### config.mk
export PLATFORM = sky130hd
export DESIGN_NAME = video_timing_pattern_gen_flat
export DESIGN_NICKNAME = d
export VERILOG_FILES = /design/src/rtl/video_timing_pkg.sv /design/src/rtl/video_timing_pattern_gen_if.sv /design/src/rtl/video_raster_counter.sv /design/src/rtl/video_timing_pattern_gen.sv /design/src/flat_wrapper.sv
export SDC_FILE = /design/constraint.sdc
export NUM_CORES = 1
export LEC_CHECK = 0
export CORE_MARGIN = 2
export CORE_UTILIZATION = 57
export DETAILED_ROUTE_END_ITERATION = 7
export PLACE_DENSITY = 0.87
export SYNTH_ARGS = -nofsm -noshare
export SYNTH_HDL_FRONTEND = slang
export SYNTH_HIERARCHICAL = 1
export SYNTH_SLANG_ARGS = --single-unit
export TNS_END_PERCENT = 50
### constraint.sdc
create_clock -name i_Clk -period 6.1 [get_ports i_Clk]
set_input_delay 0.915 -clock i_Clk [delete_from_list [all_inputs] [get_ports i_Clk]]
set_output_delay 0.915 -clock i_Clk [all_outputs]
set_load 0.05 [all_outputs]
### src/rtl/video_timing_pkg.sv
// Shared raster timing defaults, pattern mode encoding and sync-window helper
// for the video timing / test-pattern generator.
package video_timing_pkg;

    typedef enum logic [1:0] {
        PAT_SOLID    = 2'd0,
        PAT_GRADIENT = 2'd1,
        PAT_BARS     = 2'd2,
        PAT_CHECKER  = 2'd3
    } pat_mode_e;

    // Default 384x288 raster with a 288x224 active window
    localparam int unsigned DEF_TOTAL_COLS       = 384;
    localparam int unsigned DEF_ACTIVE_COLS      = 288;
    localparam int unsigned DEF_FRONT_PORCH_HORZ = 32;
    localparam int unsigned DEF_SYNC_PULSE_HORZ  = 32;
    localparam int unsigned DEF_BACK_PORCH_HORZ  = 32;
    localparam int unsigned DEF_TOTAL_ROWS       = 288;
    localparam int unsigned DEF_ACTIVE_ROWS      = 224;
    localparam int unsigned DEF_FRONT_PORCH_VERT = 48;
    localparam int unsigned DEF_SYNC_PULSE_VERT  = 8;
    localparam int unsigned DEF_BACK_PORCH_VERT  = 8;

    localparam int unsigned DEF_CNT_W          = 10;
    localparam int unsigned DEF_DOT_W          = 8;
    localparam int unsigned DEF_ROW_BITS       = 3;
    localparam int unsigned DEF_ACC_W          = 16;
    localparam int unsigned DEF_COL_STEP       = 228;
    localparam int unsigned DEF_ROW_STEP       = 590;
    localparam int unsigned DEF_BANK_SPLIT_ROW = 112;
    localparam int unsigned DEF_BAR_SHIFT      = 5;
    localparam int unsigned DEF_CHK_SHIFT      = 4;

    localparam int unsigned FRAME_CNT_W = 8;

    // Half-open sync window [start, stop) along one axis
    typedef struct packed {
        logic [31:0] start;
        logic [31:0] stop;
    } sync_win_t;

    function automatic sync_win_t sync_window(input int unsigned active,
                                              input int unsigned front_porch,
                                              input int unsigned pulse);
        sync_win_t w;
        w.start = 32'(active + front_porch);
        w.stop  = 32'(active + front_porch + pulse);
        return w;
    endfunction

endpackage

### src/rtl/video_timing_pattern_gen_if.sv
// Control inputs and registered raster/pattern outputs of the generator;
// master is the generator, slave is the consumer driving the controls.
interface video_timing_pattern_gen_if #(
    parameter int unsigned CNT_W = 10,
    parameter int unsigned DOT_W = 8
);
    import video_timing_pkg::*;

    logic                   i_Enable;
    logic [1:0]             i_Mode;
    logic [DOT_W-1:0]       i_Solid;

    logic                   o_nHSync;
    logic                   o_nVSync;
    logic                   o_HBlank;
    logic                   o_VBlank;
    logic                   o_Active;
    logic [CNT_W-1:0]       o_Col_Count;
    logic [CNT_W-1:0]       o_Row_Count;
    logic [DOT_W-1:0]       o_Dot;
    logic                   o_Bank;
    logic                   o_Frame_Start;
    logic [FRAME_CNT_W-1:0] o_Frame_Count;

    modport master (
        input  i_Enable, i_Mode, i_Solid,
        output o_nHSync, o_nVSync, o_HBlank, o_VBlank, o_Active,
               o_Col_Count, o_Row_Count, o_Dot, o_Bank,
               o_Frame_Start, o_Frame_Count
    );

    modport slave (
        output i_Enable, i_Mode, i_Solid,
        input  o_nHSync, o_nVSync, o_HBlank, o_VBlank, o_Active,
               o_Col_Count, o_Row_Count, o_Dot, o_Bank,
               o_Frame_Start, o_Frame_Count
    );

endinterface

### src/rtl/video_raster_counter.sv
// Column/row raster counter pair with enable, wrap strobes and a registered
// frame-start pulse aligned with the generator's output registers.
module video_raster_counter #(
    parameter int unsigned CNT_W      = 10,
    parameter int unsigned TOTAL_COLS = 384,
    parameter int unsigned TOTAL_ROWS = 288
) (
    input  logic             clk_i,
    input  logic             rst_i,
    input  logic             en_i,
    output logic [CNT_W-1:0] h_o,
    output logic [CNT_W-1:0] v_o,
    output logic             line_wrap_c,
    output logic             frame_wrap_c,
    output logic             frame_start_o
);

    logic [CNT_W-1:0] h_q, h_d;
    logic [CNT_W-1:0] v_q, v_d;
    logic             frame_start_q, frame_start_d;

    // Wrap strobes describe the current position; the caller qualifies them with enable
    always_comb begin
        line_wrap_c   = (32'(h_q) == TOTAL_COLS - 1);
        frame_wrap_c  = line_wrap_c && (32'(v_q) == TOTAL_ROWS - 1);
        frame_start_d = (h_q == '0) && (v_q == '0);
        h_d           = line_wrap_c ? '0 : h_q + CNT_W'(1);
        v_d           = v_q;
        if (line_wrap_c) begin
            v_d = frame_wrap_c ? '0 : v_q + CNT_W'(1);
        end
    end

    always_ff @(posedge clk_i) begin
        if (rst_i) begin
            h_q           <= '0;
            v_q           <= '0;
            frame_start_q <= 1'b0;
        end else if (en_i) begin
            h_q           <= h_d;
            v_q           <= v_d;
            frame_start_q <= frame_start_d;
        end
    end

    assign h_o           = h_q;
    assign v_o           = v_q;
    assign frame_start_o = frame_start_q;

endmodule

### src/rtl/video_timing_pattern_gen.sv
// Raster timing and test-pattern source: decodes the (col,row) position into
// syncs, blanking, CLUT bank and a mode-selected dot index, all registered.
module video_timing_pattern_gen
    import video_timing_pkg::*;
#(
    parameter int unsigned TOTAL_COLS       = DEF_TOTAL_COLS,
    parameter int unsigned ACTIVE_COLS      = DEF_ACTIVE_COLS,
    parameter int unsigned FRONT_PORCH_HORZ = DEF_FRONT_PORCH_HORZ,
    parameter int unsigned SYNC_PULSE_HORZ  = DEF_SYNC_PULSE_HORZ,
    parameter int unsigned BACK_PORCH_HORZ  = DEF_BACK_PORCH_HORZ,
    parameter int unsigned TOTAL_ROWS       = DEF_TOTAL_ROWS,
    parameter int unsigned ACTIVE_ROWS      = DEF_ACTIVE_ROWS,
    parameter int unsigned FRONT_PORCH_VERT = DEF_FRONT_PORCH_VERT,
    parameter int unsigned SYNC_PULSE_VERT  = DEF_SYNC_PULSE_VERT,
    parameter int unsigned BACK_PORCH_VERT  = DEF_BACK_PORCH_VERT,
    parameter int unsigned CNT_W            = DEF_CNT_W,
    parameter int unsigned DOT_W            = DEF_DOT_W,
    parameter int unsigned ROW_BITS         = DEF_ROW_BITS,
    parameter int unsigned ACC_W            = DEF_ACC_W,
    parameter int unsigned COL_STEP         = DEF_COL_STEP,
    parameter int unsigned ROW_STEP         = DEF_ROW_STEP,
    parameter int unsigned BANK_SPLIT_ROW   = DEF_BANK_SPLIT_ROW,
    parameter int unsigned BAR_SHIFT        = DEF_BAR_SHIFT,
    parameter int unsigned CHK_SHIFT        = DEF_CHK_SHIFT
) (
    input  logic                       i_Clk,
    input  logic                       i_Rst,
    video_timing_pattern_gen_if.master vid
);

    localparam sync_win_t H_SYNC = sync_window(ACTIVE_COLS, FRONT_PORCH_HORZ, SYNC_PULSE_HORZ);
    localparam sync_win_t V_SYNC = sync_window(ACTIVE_ROWS, FRONT_PORCH_VERT, SYNC_PULSE_VERT);
    localparam int unsigned COL_BITS = DOT_W - ROW_BITS;

    if (ACTIVE_COLS + FRONT_PORCH_HORZ + SYNC_PULSE_HORZ + BACK_PORCH_HORZ != TOTAL_COLS) begin : g_bad_h_layout
        $error("horizontal active+porches+sync does not equal TOTAL_COLS");
    end
    if (ACTIVE_ROWS + FRONT_PORCH_VERT + SYNC_PULSE_VERT + BACK_PORCH_VERT != TOTAL_ROWS) begin : g_bad_v_layout
        $error("vertical active+porches+sync does not equal TOTAL_ROWS");
    end
    if ((TOTAL_COLS > (32'd1 << CNT_W)) || (TOTAL_ROWS > (32'd1 << CNT_W))) begin : g_bad_cnt_w
        $error("CNT_W too narrow for TOTAL_COLS/TOTAL_ROWS");
    end
    if ((ROW_BITS >= DOT_W) || (DOT_W > ACC_W)) begin : g_bad_dot_split
        $error("gradient bit split does not fit DOT_W/ACC_W");
    end

    logic [CNT_W-1:0] h, v;
    logic             line_wrap_c, frame_wrap_c;
    logic             frame_start;
    logic             advance;

    assign advance = vid.i_Enable;

    video_raster_counter #(
        .CNT_W      (CNT_W),
        .TOTAL_COLS (TOTAL_COLS),
        .TOTAL_ROWS (TOTAL_ROWS)
    ) u_raster (
        .clk_i         (i_Clk),
        .rst_i         (i_Rst),
        .en_i          (advance),
        .h_o           (h),
        .v_o           (v),
        .line_wrap_c   (line_wrap_c),
        .frame_wrap_c  (frame_wrap_c),
        .frame_start_o (frame_start)
    );

    pat_mode_e              mode_q, mode_d;
    logic [ACC_W-1:0]       col_acc_q, col_acc_d;
    logic [ACC_W-1:0]       row_acc_q, row_acc_d;
    logic [FRAME_CNT_W-1:0] frame_cnt_q, frame_cnt_d;

    logic                   nhsync_q, nhsync_d;
    logic                   nvsync_q, nvsync_d;
    logic                   hblank_q, hblank_d;
    logic                   vblank_q, vblank_d;
    logic                   active_q, active_d;
    logic [CNT_W-1:0]       col_q;
    logic [CNT_W-1:0]       row_q;
    logic [DOT_W-1:0]       dot_q, dot_d;
    logic                   bank_q, bank_d;
    logic [FRAME_CNT_W-1:0] frame_cnt_out_q;

    // Gradient accumulators track c*COL_STEP and the bank-relative r*ROW_STEP
    always_comb begin
        col_acc_d   = line_wrap_c ? '0 : col_acc_q + ACC_W'(COL_STEP);
        row_acc_d   = row_acc_q;
        mode_d      = mode_q;
        frame_cnt_d = frame_cnt_q;
        if (line_wrap_c) begin
            if (frame_wrap_c || (32'(v) + 32'd1 == BANK_SPLIT_ROW)) begin
                row_acc_d = '0;
            end else begin
                row_acc_d = row_acc_q + ACC_W'(ROW_STEP);
            end
        end
        if (frame_wrap_c) begin
            mode_d      = pat_mode_e'(vid.i_Mode);
            frame_cnt_d = frame_cnt_q + FRAME_CNT_W'(1);
        end
    end

    // Position decode feeding the output registers
    always_comb begin
        hblank_d = (32'(h) >= ACTIVE_COLS);
        vblank_d = (32'(v) >= ACTIVE_ROWS);
        active_d = !hblank_d && !vblank_d;
        nhsync_d = !((32'(h) >= H_SYNC.start) && (32'(h) < H_SYNC.stop));
        nvsync_d = !((32'(v) >= V_SYNC.start) && (32'(v) < V_SYNC.stop));
        bank_d   = (32'(v) >= BANK_SPLIT_ROW) && !vblank_d;
        dot_d    = '0;
        if (active_d) begin
            case (mode_q)
                PAT_SOLID:    dot_d = vid.i_Solid;
                PAT_GRADIENT: dot_d = {row_acc_q[ACC_W-1 -: ROW_BITS],
                                       col_acc_q[ACC_W-1 -: COL_BITS]};
                PAT_BARS:     dot_d = DOT_W'(h >> BAR_SHIFT);
                PAT_CHECKER:  dot_d = (h[CHK_SHIFT] ^ v[CHK_SHIFT]) ? vid.i_Solid : '0;
                default:      dot_d = '0;
            endcase
        end
    end

    always_ff @(posedge i_Clk) begin
        if (i_Rst) begin
            mode_q          <= pat_mode_e'(vid.i_Mode);
            col_acc_q       <= '0;
            row_acc_q       <= '0;
            frame_cnt_q     <= '0;
            nhsync_q        <= 1'b1;
            nvsync_q        <= 1'b1;
            hblank_q        <= 1'b1;
            vblank_q        <= 1'b1;
            active_q        <= 1'b0;
            col_q           <= '0;
            row_q           <= '0;
            dot_q           <= '0;
            bank_q          <= 1'b0;
            frame_cnt_out_q <= '0;
        end else if (advance) begin
            mode_q          <= mode_d;
            col_acc_q       <= col_acc_d;
            row_acc_q       <= row_acc_d;
            frame_cnt_q     <= frame_cnt_d;
            nhsync_q        <= nhsync_d;
            nvsync_q        <= nvsync_d;
            hblank_q        <= hblank_d;
            vblank_q        <= vblank_d;
            active_q        <= active_d;
            col_q           <= h;
            row_q           <= v;
            dot_q           <= dot_d;
            bank_q          <= bank_d;
            frame_cnt_out_q <= frame_cnt_q;
        end
    end

    assign vid.o_nHSync      = nhsync_q;
    assign vid.o_nVSync      = nvsync_q;
    assign vid.o_HBlank      = hblank_q;
    assign vid.o_VBlank      = vblank_q;
    assign vid.o_Active      = active_q;
    assign vid.o_Col_Count   = col_q;
    assign vid.o_Row_Count   = row_q;
    assign vid.o_Dot         = dot_q;
    assign vid.o_Bank        = bank_q;
    assign vid.o_Frame_Start = frame_start;
    assign vid.o_Frame_Count = frame_cnt_out_q;

endmodule

### src/flat_wrapper.sv
// flat-port wrapper written by rule: the top's interface ports become plain ports
module video_timing_pattern_gen_flat import video_timing_pkg::*;
#(
    parameter int unsigned TOTAL_COLS       = DEF_TOTAL_COLS,
    parameter int unsigned ACTIVE_COLS      = DEF_ACTIVE_COLS,
    parameter int unsigned FRONT_PORCH_HORZ = DEF_FRONT_PORCH_HORZ,
    parameter int unsigned SYNC_PULSE_HORZ  = DEF_SYNC_PULSE_HORZ,
    parameter int unsigned BACK_PORCH_HORZ  = DEF_BACK_PORCH_HORZ,
    parameter int unsigned TOTAL_ROWS       = DEF_TOTAL_ROWS,
    parameter int unsigned ACTIVE_ROWS      = DEF_ACTIVE_ROWS,
    parameter int unsigned FRONT_PORCH_VERT = DEF_FRONT_PORCH_VERT,
    parameter int unsigned SYNC_PULSE_VERT  = DEF_SYNC_PULSE_VERT,
    parameter int unsigned BACK_PORCH_VERT  = DEF_BACK_PORCH_VERT,
    parameter int unsigned CNT_W            = DEF_CNT_W,
    parameter int unsigned DOT_W            = DEF_DOT_W,
    parameter int unsigned ROW_BITS         = DEF_ROW_BITS,
    parameter int unsigned ACC_W            = DEF_ACC_W,
    parameter int unsigned COL_STEP         = DEF_COL_STEP,
    parameter int unsigned ROW_STEP         = DEF_ROW_STEP,
    parameter int unsigned BANK_SPLIT_ROW   = DEF_BANK_SPLIT_ROW,
    parameter int unsigned BAR_SHIFT        = DEF_BAR_SHIFT,
    parameter int unsigned CHK_SHIFT        = DEF_CHK_SHIFT
)
  (i_Clk, i_Rst, vid_i_Enable, vid_i_Mode, vid_i_Solid, vid_o_nHSync, vid_o_nVSync, vid_o_HBlank, vid_o_VBlank, vid_o_Active, vid_o_Col_Count, vid_o_Row_Count, vid_o_Dot, vid_o_Bank, vid_o_Frame_Start, vid_o_Frame_Count);
  video_timing_pattern_gen_if #(.CNT_W(CNT_W), .DOT_W(DOT_W)) vid_i ();
  input  logic i_Clk;
  input  logic i_Rst;
  input wire logic [$bits(vid_i.i_Enable)-1:0] vid_i_Enable;
  input wire logic [$bits(vid_i.i_Mode)-1:0] vid_i_Mode;
  input wire logic [$bits(vid_i.i_Solid)-1:0] vid_i_Solid;
  output wire logic [$bits(vid_i.o_nHSync)-1:0] vid_o_nHSync;
  output wire logic [$bits(vid_i.o_nVSync)-1:0] vid_o_nVSync;
  output wire logic [$bits(vid_i.o_HBlank)-1:0] vid_o_HBlank;
  output wire logic [$bits(vid_i.o_VBlank)-1:0] vid_o_VBlank;
  output wire logic [$bits(vid_i.o_Active)-1:0] vid_o_Active;
  output wire logic [$bits(vid_i.o_Col_Count)-1:0] vid_o_Col_Count;
  output wire logic [$bits(vid_i.o_Row_Count)-1:0] vid_o_Row_Count;
  output wire logic [$bits(vid_i.o_Dot)-1:0] vid_o_Dot;
  output wire logic [$bits(vid_i.o_Bank)-1:0] vid_o_Bank;
  output wire logic [$bits(vid_i.o_Frame_Start)-1:0] vid_o_Frame_Start;
  output wire logic [$bits(vid_i.o_Frame_Count)-1:0] vid_o_Frame_Count;
  assign vid_i.i_Enable = vid_i_Enable;
  assign vid_i.i_Mode = vid_i_Mode;
  assign vid_i.i_Solid = vid_i_Solid;
  assign vid_o_nHSync = vid_i.o_nHSync;
  assign vid_o_nVSync = vid_i.o_nVSync;
  assign vid_o_HBlank = vid_i.o_HBlank;
  assign vid_o_VBlank = vid_i.o_VBlank;
  assign vid_o_Active = vid_i.o_Active;
  assign vid_o_Col_Count = vid_i.o_Col_Count;
  assign vid_o_Row_Count = vid_i.o_Row_Count;
  assign vid_o_Dot = vid_i.o_Dot;
  assign vid_o_Bank = vid_i.o_Bank;
  assign vid_o_Frame_Start = vid_i.o_Frame_Start;
  assign vid_o_Frame_Count = vid_i.o_Frame_Count;
  video_timing_pattern_gen #(.TOTAL_COLS(TOTAL_COLS), .ACTIVE_COLS(ACTIVE_COLS), .FRONT_PORCH_HORZ(FRONT_PORCH_HORZ), .SYNC_PULSE_HORZ(SYNC_PULSE_HORZ), .BACK_PORCH_HORZ(BACK_PORCH_HORZ), .TOTAL_ROWS(TOTAL_ROWS), .ACTIVE_ROWS(ACTIVE_ROWS), .FRONT_PORCH_VERT(FRONT_PORCH_VERT), .SYNC_PULSE_VERT(SYNC_PULSE_VERT), .BACK_PORCH_VERT(BACK_PORCH_VERT), .CNT_W(CNT_W), .DOT_W(DOT_W), .ROW_BITS(ROW_BITS), .ACC_W(ACC_W), .COL_STEP(COL_STEP), .ROW_STEP(ROW_STEP), .BANK_SPLIT_ROW(BANK_SPLIT_ROW), .BAR_SHIFT(BAR_SHIFT), .CHK_SHIFT(CHK_SHIFT)) u_core (.i_Clk(i_Clk), .i_Rst(i_Rst), .vid(vid_i));
endmodule
==> run metrics <==
fin. max-slew vios 0; Placed Cells ~630; YS warnings 6; initial antenna violation count 0; overall power between 0.001 and 0.0015 W; gr usage total 23.5%; CTS resizes 0; Clock Pin Slew Worst Setup and Hold Paths 0.09 ns; First-pass DRT Iterations 5; average wire per standard cell between 15 and 20 um; Post-Syn Instances about 500; Core ar. ~7700 um2; PD cells approximately 230 nW/um2; Setup crit end kind flop; worst path required time 6.33 ns; top cell type's share of synthesized area between 40 and 50%; most frequent cells in the layout dfxtp_1 (100), nor2_1 (78), clkdlybuf4s50_1 (53), xor2_1 (29), mux2i_1 (29); largest net degree at the start of global routing between 50 and 60; H-tree Lvls 3; Final setup viols 0; synthesized net count 516; Distinct cells, synth between 50 and 60; ys async rst share 0%; Yosys reg bits ~100; # Post-CTS Setup Buffers 0; first-pass GRT wire length approximately 16,000 um; share of layout cells above drive strength 1 4.93%; normalized max-slew margin approximately half; most common cell after layout, fill and taps aside dfxtp_1; Critical Path AT roughly 3.1 ns; WHS 0.482 ns; CTS root buf clkbuf_8; I/O Buffers 55; CP max stage delay around 0.6 ns; HPWL Detailed approximately 6800 um; hold crit path type flop to flop; final WL 9890 um; number of fillers in the final layout between 600 and 700; setup_tns 0 ns; Placer Congestion approximately 0.85; Synth area leaders dfxtp_1 (44%), nor2_1 (6.5%), mux2i_1 (6.4%); commonest register cell after synthesis dfxtp_1; final cycle utilization of the critical path a little under half; worst path cell trace and4_4 > nand4_1 > nor2_1 > nand2_4 > or4_4 > xor2_1 > nor2_1; Sink Count between 100 and 150; CP startpoint kind flop; Site Rows 32; vias per cell 5.72; Peak VDD IR about 120 uV; status complete, no violations; Final ANT Viol Nets 0; largest area contributor in the netlist dfxtp_1; critical path class flop to flop; number of synthesized flops with an enable pin 2; clk_skew 0.0111 ns; grt ovf 0; Crit path top cell by count nor2_1; Vias around 3,700; Layout Nets around 560; post-route non-filler standard cell count 650; unrepaired setup endpoints after global routing false; die area slightly below 9000 um2; area of the mapped netlist ~4500 um2; Area Overhead vs Synth 17.0%; crit-path max FO 11; Starting DRT DRC Count around 240; Tmin final ~2.9 ns; Post-route DRC 0; Die Wd approximately 93 um; cts-stage hold buffer count 0; Initial Utilization approximately three fifths; slowest stage cell, crit path dfxtp_1; vias in the first global route between 3,000 and 4,000; endpoints failing hold 0; Slew @ Worst Pin roughly 0.75 ns; Seq/Total Area, Yosys between 40% and 50%; leakage ~1.9 nW; CTS tree built; Top Ports between 50 and 60; CTS Buf Count 9; syn avg cell area between 9 and 10 um2; antenna diode count 0; DIE HEIGHT 93.0 um; CTS Buffer Depth 2; Final Util between 60% and 70%; latest clock arrival within the worst-skew pair 0.36 ns; max-cap viol count 0; Max Freq approximately 0.35 GHz
-- report_power, final --
part	internal (W)	switching, W	total, W
registers	0.000683	0.0000154	0.000698
clock network	0.000189	0.000224	0.000412
logic	0.0000405	0.0000650	0.000105
-- metal layers --
metal,vias to the layer above,GRT usage [%],wire length [um]
met1,1757,32.2,4550
met3,13,3.06,474
li1,1839,-,-
met5,-,0,0
met4,0,8.33,148
met2,111,38.5,4720
-- worst max-delay path: cells and delay by family (launching register included) --
kind | cells | cell delay (ns)
flip-flops | 1 | 0.59
AND/OR/NAND/NOR | 6 | 1.99
XOR/XNOR | 1 | 0.16
-- state kept, by name, summed over array words and instances (netlist names), 2 cells and up --
name                      flops
u_core/frame_cnt_q            8
u_core/row_acc_q             15
u_core/vid.o_Row_Count       10
u_core/vid.o_Dot              8
u_core/u_raster/v_o          10
u_core/vid.o_Col_Count       10
u_core/u_raster/h_o          10
u_core/vid.o_Frame_Count      8
u_core/col_acc_q             14
u_core/mode_q                 2
-- cell usage after synthesis, types with 3 or more instances --
| library cell | instances |
|---|---|
| o32ai_1 | 6 |
| buf_2 | 7 |
| xor2_1 | 29 |
| nor4_1 | 3 |
| mux2i_1 | 29 |
| nand2_1 | 27 |
| clkbuf_1 | 10 |
| dfxtp_1 | 100 |
| o31ai_1 | 3 |
| nor2b_1 | 8 |
| nand2b_1 | 10 |
| and3_1 | 5 |
| nand4_1 | 11 |
| a221oi_1 | 3 |
| nor3_1 | 13 |
| a21oi_1 | 18 |
| ha_1 | 7 |
| nor4b_1 | 3 |
| or4_1 | 4 |
| xnor2_1 | 12 |
| or3_1 | 7 |
| nand3_1 | 28 |
| and4_1 | 6 |
| o21ai_0 | 9 |
| a31oi_1 | 3 |
| nor2_1 | 78 |
| inv_1 | 19 |
| a222oi_1 | 5 |
-- kinds of logic (layout without fill, tap and decap cells) --
logic type | Yosys count | in the layout | synth area share, %
compound gates | 57 | 57 | 8.48
xor+xnor | 41 | 41 | 7.95
fa+ha+maj | 7 | 7 | 1.94
buf+inv | 40 | 92 | 3.93
flops | 102 | 102 | 45.7
mux | 29 | 29 | 6.43
simple gates | 220 | 220 | 25.6
-- final cells by class --
class | count | area [um2] | area share, %
inverters | 19 | 71.3 | 1.35
clock buffers | 10 | 128 | 2.42
repair buffers | 57 | 556 | 10.5
well taps | 102 | 128 | 2.42
flip-flops and latches | 102 | 2060 | 39.0
multi-input cells | 354 | 2280 | 43.1
clock inverters | 6 | 62.6 | 1.18
-- through the flow --
stage	setup WS [ns]	cell area, um2
2_1_floorplan	3.89	4520
3_3_place_gp	3.18	5090
3_5_place_dp	3.12	5090
4_1_cts	3.30	5280
5_1_grt	3.18	5280
6_report	3.24	5280
-- path summary, 6_finish.rpt --
check        depth (start not counted)                   start  slack (ns)                    end
max                                  7  u_core/u_raster/h_o[5]        3.24  u_core/frame_cnt_q[7]
min reg2reg                          2     u_core/vid.o_Dot[3]        0.48    u_core/vid.o_Dot[3]
min                                  2     u_core/vid.o_Dot[3]        0.48    u_core/vid.o_Dot[3]
max reg2reg                          7  u_core/u_raster/h_o[5]        3.24  u_core/frame_cnt_q[7]
Power figures use the tool's default switching activity.
